`src/rtl/md_issue_ctrl.sv`:
```
// Multiply/divide issue control: launches Start/MDOp from E, tracks unit Busy,
// stalls D-stage HI/LO users while an operation is in flight, with a busy watchdog.
module md_issue_ctrl #(
    parameter int unsigned MAX_WAIT = 16,
    parameter int unsigned CNT_W    = 16
) (
    input  logic             clk,
    input  logic             rst,
    input  logic [2:0]       e_md_op,
    input  logic             e_flush,
    input  logic [2:0]       d_md_op,
    input  logic             md_busy,
    output logic             md_start,
    output logic [2:0]       md_op,
    output logic             stall_d,
    output logic             md_err,
    output logic [CNT_W-1:0] stall_cnt
);

    localparam int unsigned      WC_W    = (MAX_WAIT > 1) ? $clog2(MAX_WAIT) : 1;
    localparam logic [WC_W-1:0]  WC_LAST = WC_W'(MAX_WAIT - 1);
    localparam logic [CNT_W-1:0] CNT_MAX = '1;

    typedef enum logic {
        S_IDLE = 1'b0,
        S_WAIT = 1'b1
    } state_t;

    state_t           r_state;
    logic [WC_W-1:0]  r_wait_cnt;
    logic             r_md_err;
    logic [CNT_W-1:0] r_stall_cnt;

    logic w_start_op;
    logic w_mt_op;
    logic w_inflight;
    logic w_stall_d;

    assign w_start_op = (e_md_op inside {3'd1, 3'd2, 3'd3, 3'd4}) && !e_flush;
    assign w_mt_op    = (e_md_op inside {3'd5, 3'd6}) && !e_flush;

    // Launch cycle counts as in flight: Busy only rises the cycle after Start.
    assign w_inflight = ((r_state == S_WAIT) && md_busy) ||
                        ((r_state == S_IDLE) && w_start_op);
    assign w_stall_d  = (d_md_op != 3'd0) && w_inflight;

    // Requests are only forwarded from IDLE; anything seen in WAIT is dropped.
    always_comb begin
        md_start = 1'b0;
        md_op    = 3'd0;
        if (r_state == S_IDLE) begin
            md_start = w_start_op;
            md_op    = (w_start_op || w_mt_op) ? e_md_op : 3'd0;
        end
    end

    always_ff @(posedge clk or posedge rst) begin
        if (rst) begin
            r_state     <= S_IDLE;
            r_wait_cnt  <= '0;
            r_md_err    <= 1'b0;
            r_stall_cnt <= '0;
        end else begin
            case (r_state)
                S_IDLE: begin
                    if (w_start_op) begin
                        r_state    <= S_WAIT;
                        r_wait_cnt <= '0;
                    end
                end
                S_WAIT: begin
                    if (!md_busy) begin
                        r_state <= S_IDLE;
                    end else begin
                        r_wait_cnt <= r_wait_cnt + WC_W'(1);
                        // Watchdog fails open so the pipeline cannot deadlock.
                        if (r_wait_cnt == WC_LAST) begin
                            r_md_err <= 1'b1;
                            r_state  <= S_IDLE;
                        end
                    end
                end
                default: r_state <= S_IDLE;
            endcase

            if (w_stall_d && (r_stall_cnt != CNT_MAX)) begin
                r_stall_cnt <= r_stall_cnt + CNT_W'(1);
            end
        end
    end

    assign stall_d   = w_stall_d;
    assign md_err    = r_md_err;
    assign stall_cnt = r_stall_cnt;

endmodule
```
`config.mk`:
```
export PLATFORM = sky130hd
export DESIGN_NAME = md_issue_ctrl
export DESIGN_NICKNAME = d
export VERILOG_FILES = /design/src/rtl/md_issue_ctrl.sv
export SDC_FILE = /design/constraint.sdc
export NUM_CORES = 1
export LEC_CHECK = 0
export CAP_MARGIN = 10
export CELL_PAD_IN_SITES_DETAIL_PLACEMENT = 1
export CELL_PAD_IN_SITES_GLOBAL_PLACEMENT = 1
export CORE_MARGIN = 4
export CORE_UTILIZATION = 27
export CTS_CLUSTER_SIZE = 16
export DETAILED_ROUTE_END_ITERATION = 10
export GPL_TIMING_DRIVEN = 0
export PLACE_DENSITY_LB_ADDON = 0.25
export SLEW_MARGIN = 20
export SYNTH_ARGS = -nofsm -noshare
export SYNTH_HDL_FRONTEND = slang
export SYNTH_SLANG_ARGS = --single-unit
```
`constraint.sdc`:
```
create_clock -name clk -period 2.7 [get_ports clk]
set_input_delay 0.54 -clock clk [delete_from_list [all_inputs] [get_ports clk]]
set_output_delay 0.54 -clock clk [all_outputs]
set_load 0.1 [all_outputs]
```
# Word level (Yosys, flattened, before mapping)
# Cells that the tools add are included.
totals:
  register_bits: 22
  input_bits: 10
classes:
  add_sub_neg: 2
  eq_ne: 10
  mux: 10
  bitwise: 1
  n_reduce_logical: 14
op_table:
  columns: ["cell", "count"]
  rows:
  - ["$add A16 B1 Y16 const B", 1]
  - ["$ne A16 B16 Y1 const B", 1]
  - ["$eq A3 B3 Y1 const B", 3]
  - ["$mux W4", 2]
  - ["$pmux W4 S2", 1]
  - ["$eq A3 B2 Y1 const B", 2]
  - ["$logic_and A1 B1 Y1", 6]
  - ["$mux W3", 2]
  - ["$add A4 B1 Y4 const B", 1]
  - ["$eq A4 B4 Y1 const B", 1]
  - ["$mux W1", 4]
  - ["$ne A2 B2 Y1 const B", 2]
  - ["$reduce_bool A4 Y1", 1]
  - ["$eq A3 B1 Y1 const B", 1]
  - ["$reduce_and A3 Y1", 1]
  - ["$reduce_bool A3 Y1", 1]
  - ["$logic_or A1 B1 Y1", 2]
  - ["$pmux W1 S2", 1]
  - ["$reduce_and A2 Y1", 1]
  - ["$reduce_bool A2 Y1", 1]
  - ["$logic_not A1 Y1", 1]
  - ["$not A1 Y1", 1]

# Logic depth before layout (Yosys ltp)
# Gate-level depths: netlist (run 1).
depth:
  depth_word: 7
  mapped_depth: 8

# Worst setup path after synthesis (run 1)
# Ideal clock, no wire load.
synth_timing:
  path_kind: "input to output"
  from: "input port e_flush"
  to: "output port md_op[0]"
  t_arrival_ps: 2282
  required_ps: 2160
  setup_slack_ps: -122
  path_stages: 3
  path_buffers: 0
  path_cell_list: "nor2_1 -> nand2_1 -> a21oi_1"
synth_between:
  elab_chain_cells: 5
  word_cells_on_any_way: 6
synth_lines:
  columns: ["item", "line", "rtl"]
  rows:
  - ["from (decl)", "10", "input logic e_flush,"]
  - ["$logic_not A1 Y1 (*)", "39, 40", null]
  - ["$logic_and A1 B1 Y1, on equally long branches", "39, 40", null]
  - ["$logic_or A1 B1 Y1 (*)", "53", "md_op = (w_start_op || w_mt_op) ? e_md_op : 3'd0;"]
  - ["$mux W3 (*)", "53", null]
  - ["$mux W3 (*)", "51", "if (r_state == S_IDLE) begin"]
  - ["to (decl)", "14", "output logic [2:0] md_op,"]
# Every way passes the cells marked *; elsewhere a longest branch is shown, timed or not.

# Worst setup path in the final report (run 1)
layout_timing:
  from: "input port md_busy"
  to: "output port stall_d"
layout_between:
  elab_chain_cells: 3
layout_lines:
  columns: ["item", "line", "rtl"]
  rows:
  - ["from (decl)", "12", "input logic md_busy,"]
  - ["$logic_and A1 B1 Y1", "43", "assign w_inflight = ((r_state == S_WAIT) && md_busy) ||"]
  - ["$logic_or A1 B1 Y1", "43", null]
  - ["$logic_and A1 B1 Y1", "45", "assign w_stall_d = (d_md_op != 3'd0) && w_inflight;"]
  - ["to (decl)", "15", "output logic stall_d,"]
# No other way between the ends.

==> metrics.txt, run 1 <==
met2 usage 0.217; total of max-cap violations 0; chip height 73.4 µm; Hold Violations, Final 0; root buffer cell clkbuf_8; io pins 32; Routed WL 3240 µm; GR Layer Usage met3 0.0246; Final Slew Violations 0; Leak 0.706 nW; RSZ-0062 raised after global routing false; post-route ant nets 0; vias 980; Yosys top cell area share 0.476; vias per cell 4.88; Syn Area/Cell 10.1 µm²; met1 usage 0.165; CP startpoint kind input pin; routed len/inst 16.1 µm; asr flop ratio synth 1.00; Tot GR Track Use 0.133; DR iter-0 viols 51; Finished Cell Area 1600 µm²; register bit count reported by yosys 22; first-pass GRT wire length 5510 µm; Synth cell types 31; actual slew at the worst max-slew pin 0.979 ns; vias in the first global route 1116; # port buffers 31; Yosys warnings 0; Tightest Hold Check Type flip-flop to flip-flop; non-filler instance count after layout 201; Ant. Diodes 0; dominant cells by area after synthesis dfrtp_1 48%, xor2_1 12%, nand2_1 3.9%; WP data arrival 2.07 ns; relative slew slack 0.345; Hold Buf Count CTS 0; share of post-route cells with drive strength above 1 0.159; # clock sinks 22; buffers from clock root to sink, at most 2; type of the worst setup path input pin to output pin; crit path max fanout 10; DRC 0; Max rail drop VDD 0.693 mV; Area Overhead vs Synth 38.3%; highest clock rate 383 MHz; Core ar. 4060 µm²; Initial Util 0.285; CTS H-tree lvls 1; Mapped Cells 115; Tmin final 2.61 ns; Most Used Layer, Global Route met2; Nets 165; Layout fillers 462; Die Wd 73.4 µm; total gr overflow 0; placed wire-length estimate 2410 µm; largest net degree at the start of global routing 23; Post-Place Cells 196; sequential fraction of the synthesis area 0.476; clk_lat worst skew 0.27 ns; clk_skew 0.00262 ns; worst path required time 2.16 ns; Routability Congestion 0.790; placed cell areas 1540 µm²; Cell Area, Synth 1160 µm²; top cells by count, synth 22 x dfrtp_1, 16 x xor2_1, 12 x nand2_1, 9 x nor2_1, 8 x nand3_1; outcome complete, no violations; setup TNS 0 ns; Post-Syn Nets 127; Period Utilization, post-route 0.968; CTS buffer count 3; Yosys top cell by area dfrtp_1; drt pass-1 iters 4; count leader, synth dfrtp_1; EDFF count, synth 0; Die ar. 5390 µm²; clock slew at reported path FFs 0.08 ns; PD cells 916 nW/µm²; Crit. End Element output pin; CTS tree yes; # setup viols final 0; row cnt 23; initial antenna violation count 0; commonest register cell after synthesis dfrtp_1
what timing repair did:
item | in CTS | in global routing
pin swaps | 0 | 1
resized for setup | 20 | 2
endpoints found under the setup margin | 5 | 2
buffers inserted | 0 | 2
through the flow:
stage | hold WS, ns | power [W] | util | setup slack (ns)
after floorplan | 0.486 | 0.00105 | - | 0.356
after global placement | 0.439 | 0.00124 | 0.380 | -0.828
after detailed placement | 0.470 | 0.00125 | 0.380 | -0.852
after CTS | 0.485 | 0.00146 | 0.389 | -0.00923
after global routing | 0.498 | 0.00154 | 0.394 | 0.00186
final | 0.474 | 0.00146 | 0.394 | 0.0862
final cells by class:
class | count | area [µm²] | share of cell area
inverter | 3 | 11.3 | 0.00704
clock buffer | 3 | 41.3 | 0.0258
tap | 50 | 62.6 | 0.0391
timing repair buffer | 33 | 328 | 0.205
sequential | 22 | 551 | 0.344
buffer | 3 | 23.8 | 0.0149
multi-input combinational | 87 | 582 | 0.364
worst max-delay path, cell delays in order:
cell             delay [ns]
clkdlybuf4s50_1        0.47
and2_1                 0.13
buf_2                  0.17
o32a_1                 0.18
o21ai_2                0.10
buf_6                  0.17
inv_1                  0.08
buf_6                  0.22
kinds of logic after synthesis:
| group | synth area share |
|---|---|
| simple gates | 0.277 |
| flops | 0.476 |
| xor+xnor | 0.136 |
| compound gates | 0.0487 |
| buf+inv | 0.0303 |
| fa+ha+maj | 0.0216 |
| mux | 0.00974 |
path summary, 6_finish.rpt:
| kind | to | from | slack [ns] | depth (start not counted) |
|---|---|---|---|---|
| setup / recovery | stall_d | md_busy | 0.09 | 8 |
| hold / removal | md_err | md_err | 0.47 | 1 |
| setup reg to reg | stall_cnt[1] | stall_cnt[0] | 0.85 | 6 |
| hold reg to reg | md_err | md_err | 0.47 | 1 |
| max in group asynchronous | stall_cnt[4] | rst | 1.39 | 2 |
| min in group asynchronous | r_wait_cnt[3] | rst | 0.76 | 2 |
flip-flops by register name, indices dropped and copies added (netlist names):
signal and count:
stall_cnt 16, r_wait_cnt 4, md_err 1, r_state 1
cells in the final DEF (no fill, tap or decap), types with 2 or more instances in the layout:
cell	netlist	routed
a21oi_2	0	3
and3_1	2	2
buf_4	1	3
buf_6	1	2
clkbuf_8	0	3
clkdlybuf4s15_2	0	3
clkdlybuf4s50_1	0	26
dfrtp_1	22	22
ha_1	2	2
inv_1	3	3
nand2_1	12	12
nand3_1	8	8
nand4_1	7	7
nor2_1	9	9
nor3_1	5	5
nor4_1	2	2
nor4_2	2	2
nor4b_1	2	2
o21ai_0	3	3
xnor2_1	2	2
xor2_1	16	16
layer usage:
layer  wire, µm  vias to the layer above
met5          0                        -
met4         45                        0
met3         91                        4
met2       1610                       17
met1       1490                      481
li1           -                      478
where the power goes:
| group | switching [W] | total [W] | internal [W] |
|---|---|---|---|
| Combinational | 0.000569 | 0.000751 | 0.000182 |
| Sequential | 0.000102 | 0.000500 | 0.000398 |
| Clock | 0.000113 | 0.000213 | 0.0000999 |
Power figures use the tool's default switching activity.
==> run 2, diff against run 1 <==
- CTS_CLUSTER_SIZE: 16 -> 20
==> results of run 2 <==
No change in the layout: final DEF, timing and power equal those of run 1.
